$ cat src/rtl/pwm_deadtime_wb.sv
// ============================================================================
// Module  : pwm_deadtime_wb
// Brief   : Complementary high/low gate-drive stage with programmable dead
//           time, per-output polarity, latched fault shutdown, Wishbone CSRs.
// Revision: 1.0
// ============================================================================
`default_nettype none

module pwm_deadtime_wb #(
    parameter int DT_BITS = 8
) (
    input  logic        wb_clk_i,
    input  logic        wb_resetb_i,
    input  logic        wb_stb_i,
    input  logic        wb_cyc_i,
    input  logic        wb_we_i,
    input  logic [3:0]  wb_sel_i,
    input  logic [31:0] wb_dat_i,
    input  logic [31:0] wb_adr_i,
    output logic        wb_ack_o,
    output logic [31:0] wb_dat_o,
    input  logic        pwm_in,
    input  logic        fault_i,
    output logic        pwm_hi_o,
    output logic        pwm_lo_o,
    output logic        fault_irq_o
);

    localparam logic [7:0] C_ADR_CTRL   = 8'h00;
    localparam logic [7:0] C_ADR_DT     = 8'h04;
    localparam logic [7:0] C_ADR_STATUS = 8'h08;

    typedef enum logic [2:0] {
        S_OFF   = 3'd0,
        S_DEAD  = 3'd1,
        S_HI    = 3'd2,
        S_LO    = 3'd3,
        S_FAULT = 3'd4
    } state_t;

    // CSR storage
    logic               r_en;
    logic               r_hi_inv;
    logic               r_lo_inv;
    logic               r_irq_en;
    logic [DT_BITS-1:0] r_deadtime;

    // Bus
    logic               r_ack;
    logic [31:0]        r_dat;
    logic               w_req;
    logic               w_wr;
    logic               w_wr_ctrl;
    logic               w_wr_dt;
    logic               w_fault_clr;
    logic [7:0]         w_adr;
    logic [31:0]        w_rdata;

    // Fault path
    logic               r_fault_meta;
    logic               r_fault_sync;
    logic               r_fault_latched;

    // FSM
    state_t             r_state;
    state_t             w_state_nxt;
    logic               r_target;
    logic               w_target_nxt;
    logic [DT_BITS-1:0] r_dt_cnt;
    logic [DT_BITS-1:0] w_dt_cnt_nxt;
    logic               r_hi;
    logic               r_lo;
    logic               w_hi_inv_nxt;
    logic               w_lo_inv_nxt;

    logic               w_unused_bits;
    assign w_unused_bits = ^{wb_adr_i[31:8], wb_dat_i};

    // ------------------------------------------------------------------
    // Wishbone decode: one request per ack, ack always drops for a cycle
    // ------------------------------------------------------------------
    assign w_adr       = wb_adr_i[7:0];
    assign w_req       = wb_stb_i & wb_cyc_i & ~r_ack;
    assign w_wr        = w_req & wb_we_i & (|wb_sel_i);
    assign w_wr_ctrl   = w_wr && (w_adr == C_ADR_CTRL);
    assign w_wr_dt     = w_wr && (w_adr == C_ADR_DT);
    assign w_fault_clr = w_wr_ctrl & wb_dat_i[4];

    always_comb begin
        w_rdata = 32'd0;
        case (w_adr)
            C_ADR_CTRL:   w_rdata = {28'd0, r_irq_en, r_lo_inv, r_hi_inv, r_en};
            C_ADR_DT:     w_rdata = 32'(r_deadtime);
            C_ADR_STATUS: w_rdata = {27'd0, r_state, r_fault_sync, r_fault_latched};
            default:      w_rdata = 32'd0;
        endcase
    end

    always_ff @(posedge wb_clk_i or negedge wb_resetb_i) begin
        if (!wb_resetb_i) begin
            r_ack <= 1'b0;
            r_dat <= 32'd0;
        end else begin
            r_ack <= w_req;
            r_dat <= (w_req && !wb_we_i) ? w_rdata : 32'd0;
        end
    end

    always_ff @(posedge wb_clk_i or negedge wb_resetb_i) begin
        if (!wb_resetb_i) begin
            r_en       <= 1'b0;
            r_hi_inv   <= 1'b0;
            r_lo_inv   <= 1'b0;
            r_irq_en   <= 1'b0;
            r_deadtime <= '0;
        end else begin
            if (w_wr_ctrl) begin
                r_en     <= wb_dat_i[0];
                r_hi_inv <= wb_dat_i[1];
                r_lo_inv <= wb_dat_i[2];
                r_irq_en <= wb_dat_i[3];
            end
            if (w_wr_dt) begin
                r_deadtime <= wb_dat_i[DT_BITS-1:0];
            end
        end
    end

    // ------------------------------------------------------------------
    // Fault synchroniser and latch; a present fault overrides a clear
    // ------------------------------------------------------------------
    always_ff @(posedge wb_clk_i or negedge wb_resetb_i) begin
        if (!wb_resetb_i) begin
            r_fault_meta    <= 1'b0;
            r_fault_sync    <= 1'b0;
            r_fault_latched <= 1'b0;
        end else begin
            r_fault_meta <= fault_i;
            r_fault_sync <= r_fault_meta;
            if (r_fault_sync) begin
                r_fault_latched <= 1'b1;
            end else if (w_fault_clr) begin
                r_fault_latched <= 1'b0;
            end
        end
    end

    // ------------------------------------------------------------------
    // Dead-time FSM
    // ------------------------------------------------------------------
    always_comb begin
        w_state_nxt  = r_state;
        w_target_nxt = r_target;
        w_dt_cnt_nxt = r_dt_cnt;
        if (r_fault_sync || r_fault_latched) begin
            w_state_nxt = S_FAULT;
        end else if (!r_en) begin
            w_state_nxt = S_OFF;
        end else begin
            case (r_state)
                S_OFF: begin
                    w_state_nxt  = S_DEAD;
                    w_target_nxt = pwm_in;
                    w_dt_cnt_nxt = '0;
                end
                S_DEAD: begin
                    if (pwm_in != r_target) begin
                        w_target_nxt = pwm_in;
                        w_dt_cnt_nxt = '0;
                    end else if (r_dt_cnt == r_deadtime) begin
                        w_state_nxt = r_target ? S_HI : S_LO;
                    end else begin
                        // Wraps naturally if DEADTIME was lowered below the count
                        w_dt_cnt_nxt = r_dt_cnt + 1'b1;
                    end
                end
                S_HI: begin
                    if (!pwm_in) begin
                        w_state_nxt  = S_DEAD;
                        w_target_nxt = 1'b0;
                        w_dt_cnt_nxt = '0;
                    end
                end
                S_LO: begin
                    if (pwm_in) begin
                        w_state_nxt  = S_DEAD;
                        w_target_nxt = 1'b1;
                        w_dt_cnt_nxt = '0;
                    end
                end
                S_FAULT: w_state_nxt = S_OFF;
                default: w_state_nxt = S_OFF;
            endcase
        end
    end

    // Output flops decode the next state so the drive changes on the same edge
    assign w_hi_inv_nxt = w_wr_ctrl ? wb_dat_i[1] : r_hi_inv;
    assign w_lo_inv_nxt = w_wr_ctrl ? wb_dat_i[2] : r_lo_inv;

    always_ff @(posedge wb_clk_i or negedge wb_resetb_i) begin
        if (!wb_resetb_i) begin
            r_state  <= S_OFF;
            r_target <= 1'b0;
            r_dt_cnt <= '0;
            r_hi     <= 1'b0;
            r_lo     <= 1'b0;
        end else begin
            r_state  <= w_state_nxt;
            r_target <= w_target_nxt;
            r_dt_cnt <= w_dt_cnt_nxt;
            r_hi     <= (w_state_nxt == S_HI) ^ w_hi_inv_nxt;
            r_lo     <= (w_state_nxt == S_LO) ^ w_lo_inv_nxt;
        end
    end

    assign wb_ack_o    = r_ack;
    assign wb_dat_o    = r_dat;
    assign pwm_hi_o    = r_hi;
    assign pwm_lo_o    = r_lo;
    assign fault_irq_o = r_fault_latched & r_irq_en;

endmodule

`default_nettype wire

$ cat config.mk
export PLATFORM = sky130hd
export DESIGN_NAME = pwm_deadtime_wb
export DESIGN_NICKNAME = d
export VERILOG_FILES = /design/src/rtl/pwm_deadtime_wb.sv
export SDC_FILE = /design/constraint.sdc
export NUM_CORES = 1
export LEC_CHECK = 0
export BUFFER_PORTS_ARGS = -buffer_cell sky130_fd_sc_hd__buf_2
export CAP_MARGIN = 10
export CORE_ASPECT_RATIO = 1.5
export CORE_MARGIN = 5
export CORE_UTILIZATION = 32
export DETAILED_ROUTE_END_ITERATION = 10
export GPL_TIMING_DRIVEN = 1
export MAX_ROUTING_LAYER = met4
export PLACE_DENSITY_LB_ADDON = 0.1
export SKIP_LAST_GASP = 1
export SLEW_MARGIN = 25
export SYNTH_ARGS = -nofsm -noshare
export SYNTH_HDL_FRONTEND = slang
export SYNTH_SLANG_ARGS = --single-unit
$ cat constraint.sdc
create_clock -name wb_clk_i -period 2.1 [get_ports wb_clk_i]
set_input_delay 0.315 -clock wb_clk_i [delete_from_list [all_inputs] [get_ports wb_clk_i]]
set_output_delay 0.315 -clock wb_clk_i [all_outputs]
set_load 0.02 [all_outputs]
==> impl_metrics.env, run 1 <==
export IMPL_status="finished, final reports clean"
export IMPL_post_drt_via_cell_ratio=4.79
export IMPL_multi_input_area_um2=938
export IMPL_nets=321
export IMPL_synthXorXnorAreaFrac_pct=5.13
export IMPL_cts_tree="yes"
export IMPL_die_w_um=75.3
export IMPL_cp_arrival_ns=2.14
export IMPL_yosys_area_share_adder_pct=0.611
export IMPL_endpoint_kind="flip-flop"
export IMPL_overflow=0
export IMPL_fillCellCount=622
export IMPL_async_reset_ff_share_pct=100
export IMPL_fin_area_mm2=0.00243
export IMPL_root_buffer="clkbuf_8"
export IMPL_rsz0062_at_grt="no"
export IMPL_cp_start_kind="flip-flop"
export IMPL_dp_hpwl_mm=3.64
export IMPL_io_buffers=38
export IMPL_htreeDepth=2
export IMPL_place_area_mm2=0.00229
export IMPL_dieArea_mm2=0.00813
export IMPL_io_pins=111
export IMPL_synthTopCellsByArea="dfrtp_1, buf_4, mux2_2, xor2_1, o21ai_0"
export IMPL_post_cts_resize_count=0
export IMPL_ys_types=43
export IMPL_firstDrtPassIters=4
export IMPL_antenna_left=0
export IMPL_yosys_area_share_simple_pct=15.3
export IMPL_clk_pin_slew_ns=0.08
export IMPL_ir_drop_v=0.000255
export IMPL_yosys_area_top_type="dfrtp_1"
export IMPL_synthesis_area_mm2=0.00205
export IMPL_postCtsSetupRepairBufs=0
export IMPL_syn_inst=198
export IMPL_path_class="flip-flop to flip-flop"
export IMPL_avgRoutedWirePerCell_um=14.4
export IMPL_syn_avg_cell_area_um2=10.3
export IMPL_p_leak_nw=1.22
export IMPL_instances_no_fill=320
export IMPL_cts_buffer_depth=2
export IMPL_power_w=0.00167
export IMPL_tns_ns=0
export IMPL_layout_min_cycle_time_ns=1.96
export IMPL_fmax_ghz=0.511
export IMPL_period_share_pct=93.2
export IMPL_grt_pass1_vias=1517
export IMPL_synth_top_family_by_area="simple AND/OR/NAND/NOR gates"
export IMPL_clkPwrFrac_pct=46.0
export IMPL_drc_errors=0
export IMPL_ff_latch_area_um2=951
export IMPL_ys_warn_count=0
export IMPL_place_gp_congestion=0.882
export IMPL_numClockSinks=38
export IMPL_ctsHoldBuffers=0
export IMPL_num_antenna_cells=0
export IMPL_worstPathRequired_ns=2.29
export IMPL_start_util_pct=33.2
export IMPL_finalSetupViolCount=0
export IMPL_track_usage_pct=12.3
export IMPL_vias=1534
export IMPL_sequentialPowerShare_pct=45.5
export IMPL_synth_most_common_cell="dfrtp_1"
export IMPL_synth_top_area_share_pct=46.5
export IMPL_ys_seq_area_share_pct=46.5
export IMPL_rows=35
export IMPL_synth_seq_cells=38
export IMPL_die_h_um=108
export IMPL_grt_max_degree=39
export IMPL_combPwrFrac_pct=8.4
export IMPL_dp_cells=312
export IMPL_dr_first_iter_drc_count=67
export IMPL_switchingPower_w=0.000373
export IMPL_power_density_mw_per_mm2=688
export IMPL_maxSlewViolCount=0
export IMPL_sw_frac_of_total_pct=22.3
export IMPL_numCtsBuffers=5
export IMPL_hold_viol=0
export IMPL_hold_path_class="input pin to async pin"
export IMPL_finClkSkew_ns=0.00984
export IMPL_fp_coreArea_mm2=0.00617
export IMPL_drive_gt1_share_pct=30.1
export IMPL_worstPathMaxFanout=7
export IMPL_maxCapViolCount=0
export IMPL_wirelength_mm=4.60
export IMPL_synthFlopType="dfrtp_1"
export IMPL_antenna_found_initial=0
export IMPL_p_int_w=0.00130
export IMPL_synthMuxAreaShare_pct=8.01
export IMPL_clock_latency_ns=0.29
export IMPL_synth_edf_count=0
export IMPL_synth_compound_area_share_pct=12.3
export IMPL_yosys_top_cells_count="dfrtp_1, buf_4, nor2_1, o21ai_0"
export IMPL_grt_pass1_wl_mm=7.38
export IMPL_area_delta_synth_final_pct=18.6
stage by stage:
stage	setup WS, ns	util, %	hold slack [ns]
after floorplan	0.0880	-	0.0194
after global placement	0.0670	37.0	0.333
after detailed placement	0.0574	37.0	0.356
after CTS	0.101	39.3	0.0805
after global routing	0.0262	39.3	0.120
final	0.144	39.3	0.0637
cell usage in the layout, fill, tap and decap left out, drive strengths merged, types with 2 or more instances in the layout:
cell / count
dfrtp: 38
or3: 3
inv: 5
a31oi: 3
or3b: 2
and3: 3
xor2: 11
buf: 49
clkbuf: 6
o41ai: 2
a21oi: 6
nor2b: 2
mux2: 11
and2: 5
o21ai: 14
nand3: 5
o31ai: 6
nand2b: 4
nand2: 5
nor4: 4
bufinv: 2
nor2: 16
mux2i: 4
conb: 24
flip-flops by register name, summed over array words and instances (netlist names), 3 cells and up:
signal / count
r_deadtime: 8
r_state: 3
wb_dat_o: 8
r_dt_cnt: 8
kinds of logic (layout without fill, tap and decap cells):
group / after synthesis / after routing
other cells: 1 / 24
mux: 15 / 15
flops: 38 / 38
compound gates: 38 / 38
simple gates: 56 / 56
buf+inv: 37 / 62
fa+ha+maj: 1 / 1
xor+xnor: 12 / 12
power by group through the flow:
stage	registers, W	logic (W)	clock network [W]
2_1_floorplan	0.000773	0.000114	0
3_3_place_gp	0.000775	0.000141	0
3_5_place_dp	0.000776	0.000143	0
4_1_cts	0.000761	0.000143	0.000793
5_1_grt	0.000763	0.000159	0.000817
6_report	0.000761	0.000141	0.000769
layer usage:
layer | GRT usage (%) | vias to the layer above | routed length, um
met5 | - | - | 0
met4 | 5.75 | 0 | 70
met3 | 1.86 | 4 | 322
met2 | 21.1 | 53 | 2480
met1 | 13.4 | 737 | 1730
li1 | - | 740 | -
worst paths after layout:
| path | cells after the start | from | to | slack (ns) |
|---|---|---|---|---|
| setup reg to reg | 4 | r_fault_sync | r_dt_cnt[7] | 0.14 |
| max in group asynchronous | 2 | wb_resetb_i | r_target | 1.68 |
| hold / removal | 2 | wb_resetb_i | wb_dat_o[5] | 0.06 |
| setup / recovery | 4 | r_fault_sync | r_dt_cnt[7] | 0.14 |
| min in group wb_clk_i | 1 | fault_i | r_fault_meta | 0.14 |
| hold reg to reg | 0 | r_fault_meta | r_fault_sync | 0.37 |
area by class of cell:
cell class,instances,area share [%]
inverters,5,0.773
repair buffers,49,11.7
well taps,74,3.81
clock inverters,2,2.47
flip-flops and latches,38,39.2
multi-input cells,146,38.6
clock buffers,6,3.40
critical path: stages, from the launching register on:
cell and delay [ns]:
dfrtp_1 0.41, or2_4 0.26, or3b_1 0.41, or3_4 0.45, o41ai_2 0.32
Power figures use the tool's default switching activity.
==> run 2, diff against run 1 <==
CORE_UTILIZATION = 30   (was 32)
==> run 2 against run 1 <==
  * First-iteration DRC count decreased by 51%
  * Global-route usage decreased by 0.33 points
  * Sequential power about the same
  * Sequential cell count unchanged
  * Clock power about the same
  * Largest cell class unchanged
  * Sequential share of layout area decreased by 0.32 points
  * Worst setup slack got worse by 0.050 ns
  * Cell area increased by 0.82%
  * Maximum frequency decreased by 2.5%
  * Critical endpoint unchanged
==> impl_metrics.env, run 2 (same netlist as run 1, synthesis figures left out) <==
export IMPL_endpoint_kind="flip-flop"
export IMPL_vias=1540
export IMPL_maxCapViolCount=0
export IMPL_power_density_mw_per_mm2=685
export IMPL_io_buffers=38
export IMPL_period_share_pct=95.5
export IMPL_path_class="flip-flop to flip-flop"
export IMPL_firstDrtPassIters=4
export IMPL_cp_start_kind="flip-flop"
export IMPL_start_util_pct=30.3
export IMPL_root_buffer="clkbuf_8"
export IMPL_antenna_left=0
export IMPL_drc_errors=0
export IMPL_die_w_um=77.4
export IMPL_p_leak_nw=1.23
export IMPL_wirelength_mm=4.84
export IMPL_cp_arrival_ns=2.19
export IMPL_drive_gt1_share_pct=30.8
export IMPL_dieArea_mm2=0.00861
export IMPL_maxSlewViolCount=0
export IMPL_clk_pin_slew_ns=0.08
export IMPL_dp_hpwl_mm=3.83
export IMPL_nets=322
export IMPL_avgRoutedWirePerCell_um=14.9
export IMPL_finalSetupViolCount=0
export IMPL_fmax_ghz=0.499
export IMPL_hold_viol=0
export IMPL_rsz0062_at_grt="no"
export IMPL_fp_coreArea_mm2=0.00676
export IMPL_finClkSkew_ns=0.0108
export IMPL_instances_no_fill=325
export IMPL_worstPathMaxFanout=7
export IMPL_place_gp_congestion=0.883
export IMPL_numClockSinks=38
export IMPL_cts_tree="yes"
export IMPL_track_usage_pct=11.9
export IMPL_path_cells="xor2_1, nor4_1, a31o_2, or3_4, o41ai_2"
export IMPL_grt_pass1_vias=1575
export IMPL_grt_max_degree=27
export IMPL_fillCellCount=722
export IMPL_worstPathRequired_ns=2.28
export IMPL_post_drt_via_cell_ratio=4.74
export IMPL_ir_drop_v=0.000285
export IMPL_htreeDepth=2
export IMPL_status="finished, final reports clean"
export IMPL_area_delta_synth_final_pct=19.6
export IMPL_final_cell_mix="buf_2, dfrtp_1, conb_1, nor2_1, o21ai_0"
export IMPL_antenna_found_initial=0
export IMPL_slowest_delay_ns=0.43
export IMPL_grt_pass1_wl_mm=8.02
export IMPL_numCtsBuffers=5
export IMPL_num_antenna_cells=0
export IMPL_ff_latch_area_um2=951
export IMPL_critPathSlowestCell="or3_4"
export IMPL_hold_path_class="input pin to async pin"
export IMPL_die_h_um=111
export IMPL_clock_latency_ns=0.29
export IMPL_tns_ns=0
export IMPL_multi_input_area_um2=946
export IMPL_overflow=0
export IMPL_io_pins=111
export IMPL_dr_first_iter_drc_count=33
export IMPL_rows=37
export IMPL_layout_min_cycle_time_ns=2.01
export IMPL_cts_buffer_depth=2
export IMPL_worst_pin_slew_ns=0.586
export IMPL_dp_cells=317
export IMPL_slew_headroom_pct=60.9
run 2: changes by cell type in the layout (fill, tap and decap cells not counted):
cell    previous run  this run
buf_4             10        11
xor2_1            11        10
xor2_2             0         1
run 2: what timing repair did:
item                       4_1_cts  5_1_grt
hold buffers                     0        0
resized for setup                0        1
setup endpoints to repair        0        1
buffers inserted                 0        0
run 2: power breakdown:
part	internal [W]	switching, W	leakage (nW)
combinational	0.0000475	0.0000964	0.652
sequential	0.000745	0.0000163	0.506
clock	0.000507	0.000264	0.0714
run 2: final timing paths:
| path | start | slack, ns | to | depth (start not counted) |
|---|---|---|---|---|
| min reg2reg | r_fault_meta | 0.36 | r_fault_sync | 0 |
| max | r_target | 0.09 | r_dt_cnt[7] | 5 |
| max in group asynchronous | wb_resetb_i | 1.54 | r_dt_cnt[0] | 2 |
| max reg2reg | r_target | 0.09 | r_dt_cnt[7] | 5 |
| min in group wb_clk_i | fault_i | 0.13 | r_fault_meta | 1 |
| min | wb_resetb_i | 0.02 | r_deadtime[5] | 1 |
run 2: per-layer routing:
| metal | wire [um] | vias to the layer above | global-route usage, % | share of wire, % |
|---|---|---|---|---|
| met3 | 299 | 9 | 2.68 | 6.2 |
| met5 | 0 | - | - | 0 |
| met1 | 1830 | 733 | 13.1 | 38 |
| met4 | 110 | 0 | 5.85 | 2.3 |
| li1 | - | 743 | - | - |
| met2 | 2600 | 55 | 20.1 | 54 |
run 2: stage by stage:
step	utilization [%]	power, W	setup WS, ns	instance area, um2	hold WS (ns)
6_report	36.2	0.00168	0.0943	2450	0.0179
4_1_cts	36.1	0.00170	0.0636	2440	0.0388
3_3_place_gp	34.0	0.000919	0.0554	2300	0.338
2_1_floorplan	-	0.000888	0.0880	2130	0.0194
5_1_grt	36.2	0.00174	0.00322	2450	0.0720
3_5_place_dp	34.0	0.000921	0.0594	2300	0.337
run 2: worst max-delay path: cells and delay by family (launching register included):
family	cells	cell delay [ns]
compound gates	2	0.63
xor+xnor	1	0.31
flops	1	0.40
simple gates	2	0.57
run 2: cell type report:
cell class                 count  share of cell area (%)
clock buffer                   6                    3.37
clock inverter                 2                    2.45
inverter                       5                   0.766
multi-input combinational    146                    38.6
sequential                    38                    38.8
tap                           78                    3.99
timing repair buffer          50                    12.0
==> run 3, diff against run 2 <==
--- a/config.mk
+++ b/config.mk
@@ -11,4 +11,5 @@
 export CORE_MARGIN = 5
 export CORE_UTILIZATION = 30
+export CTS_BUF_LIST = sky130_fd_sc_hd__clkbuf_4 sky130_fd_sc_hd__clkbuf_8
 export DETAILED_ROUTE_END_ITERATION = 10
 export GPL_TIMING_DRIVEN = 1
==> constraint.sdc (replaced) <==
create_clock -name wb_clk_i -period 2.1 [get_ports wb_clk_i]
set_input_delay 0.315 -clock wb_clk_i [delete_from_list [all_inputs] [get_ports wb_clk_i]]
set_output_delay 0.315 -clock wb_clk_i [all_outputs]
set_load 0.1 [all_outputs]
==> run 3 against run 2 <==
  * Global-route usage shrank 0.32 points
  * Sequential share of layout area grew 0.90 points
  * Hold slack gained 0.11 ns
  * Critical path type unchanged
  * Critical endpoint unchanged
==> impl_metrics.env, run 3 (same netlist as run 1, synthesis figures left out) <==
export IMPL_rr_worst_depth=4
export IMPL_cts_tree="yes"
export IMPL_hold_path_class="input pin to flip-flop"
export IMPL_post_cts_resize_count=0
export IMPL_whs_path_depth=1
export IMPL_clk_pin_slew_ns=0.07
export IMPL_antenna_left=0
export IMPL_drc_errors=0
export IMPL_overflow=0
export IMPL_wirelength_mm=4.77
export IMPL_place_area_mm2=0.00230
export IMPL_cts_buffer_depth=2
export IMPL_numClockSinks=38
export IMPL_fmax_ghz=0.511
export IMPL_die_w_um=77.4
export IMPL_dp_cells=317
export IMPL_wl_met3_um=299
export IMPL_layout_min_cycle_time_ns=1.96
export IMPL_avgRoutedWirePerCell_um=14.6
export IMPL_final_common_cell="buf_2"
export IMPL_num_antenna_cells=0
export IMPL_fp_coreArea_mm2=0.00676
export IMPL_maxSlewViolCount=0
export IMPL_tns_ns=0
export IMPL_path_class="flip-flop to flip-flop"
export IMPL_root_buffer="clkbuf_8"
export IMPL_firstDrtPassIters=4
export IMPL_fin_area_mm2=0.00240
export IMPL_top_layer="met4"
export IMPL_rows=37
export IMPL_antenna_found_initial=0
export IMPL_rsz0062_at_grt="no"
export IMPL_grt_pass1_vias=1509
export IMPL_numCtsBuffers=5
export IMPL_io_pins=111
export IMPL_endpoint_kind="flip-flop"
export IMPL_final_cell_mix="buf_2, dfrtp_1, conb_1, nor2_1, o21ai_0"
export IMPL_status="finished, final reports clean"
export IMPL_cp_start_kind="flip-flop"
export IMPL_hold_viol=0
export IMPL_maxCapViolCount=0
export IMPL_post_drt_via_cell_ratio=4.71
export IMPL_cp_arrival_ns=2.15
export IMPL_io_buffers=38
export IMPL_slew_headroom_pct=64.9
export IMPL_grt_max_degree=24
export IMPL_worstPathMaxFanout=7
export IMPL_ir_drop_v=0.000207
export IMPL_drive_gt1_share_pct=30.6
export IMPL_finalSetupViolCount=0
export IMPL_dr_first_iter_drc_count=82
export IMPL_met1Wirelength_mm=1.74
export IMPL_nets=323
export IMPL_power_density_mw_per_mm2=655
export IMPL_instances_no_fill=326
export IMPL_route_met2_wl_mm=2.64
export IMPL_start_util_pct=30.3
export IMPL_die_h_um=111
export IMPL_place_gp_congestion=0.840
export IMPL_hold_slack_ns=0.128
export IMPL_clock_latency_ns=0.29
export IMPL_vias=1536
export IMPL_p_leak_nw=1.21
export IMPL_dieArea_mm2=0.00861
export IMPL_track_usage_pct=11.6
export IMPL_period_share_pct=93.2
export IMPL_area_delta_synth_final_pct=17.1
export IMPL_grt_pass1_wl_mm=7.71
export IMPL_worst_pin_slew_ns=0.526
export IMPL_htreeDepth=2
export IMPL_dp_hpwl_mm=3.81
export IMPL_worstPathRequired_ns=2.29
export IMPL_finClkSkew_ns=0.0105
run 3: cell types whose count changed in the layout (fill, tap and decap cells not counted):
cell / change
bufinv_16: -2
clkbuf_4: +1
clkbuf_8: -1
clkinv_2: +2
dfrtp_1: -1
dfrtp_2: +1
dlygate4sd3_1: +1
xor2_1: +1
xor2_2: -1
run 3: worst max-delay path: stages (launching register included):
cell     delay, ns
dfrtp_1       0.41
or2_4         0.27
or3b_1        0.41
or3_4         0.46
o41ai_2       0.31
run 3: layer usage:
metal | global-route usage, % | up-vias
met1 | 12.3 | 737
met2 | 20.6 | 49
met5 | - | -
met4 | 4.82 | 0
li1 | - | 744
met3 | 2.44 | 6
run 3: per-stage QoR:
stage / setup WS, ns / util [%] / total power [W]
floorplan: 0.0530 / - / 0.00105
global placement: 0.0415 / 34.0 / 0.00108
detailed placement: 0.0164 / 34.0 / 0.00108
CTS: 0.120 / 35.4 / 0.00158
global route: 0.0392 / 35.4 / 0.00164
finish: 0.143 / 35.4 / 0.00157
run 3: what timing repair did:
action / in CTS / in global routing
hold buffers: 1 / 0
buffers inserted: 0 / 0
hold endpoints to repair: 6 / 0
run 3: final timing paths:
check                      slack, ns         start            to
max                             0.14  r_fault_sync   r_dt_cnt[7]
min                             0.13       fault_i  r_fault_meta
max reg2reg                     0.14  r_fault_sync   r_dt_cnt[7]
min reg2reg                     0.36  r_fault_meta  r_fault_sync
max in group asynchronous       1.03   wb_resetb_i      r_target
min in group asynchronous       0.52   wb_resetb_i   wb_dat_o[5]
run 3: report_power, final:
part           switching, W  total, W  internal, W  leakage, nW
Clock              0.000262  0.000505     0.000243       0.0484
Sequential        0.0000158  0.000761     0.000745        0.505
Combinational      0.000255  0.000303    0.0000483        0.656
run 3: final cells by class:
class | instances | area (um2)
clock buffer | 6 | 76.3
clock inverter | 2 | 10.0
fill | 709 | 4360
inverter | 5 | 18.8
multi-input combinational | 146 | 938
sequential | 38 | 952
tap | 78 | 97.6
timing repair buffer | 51 | 303
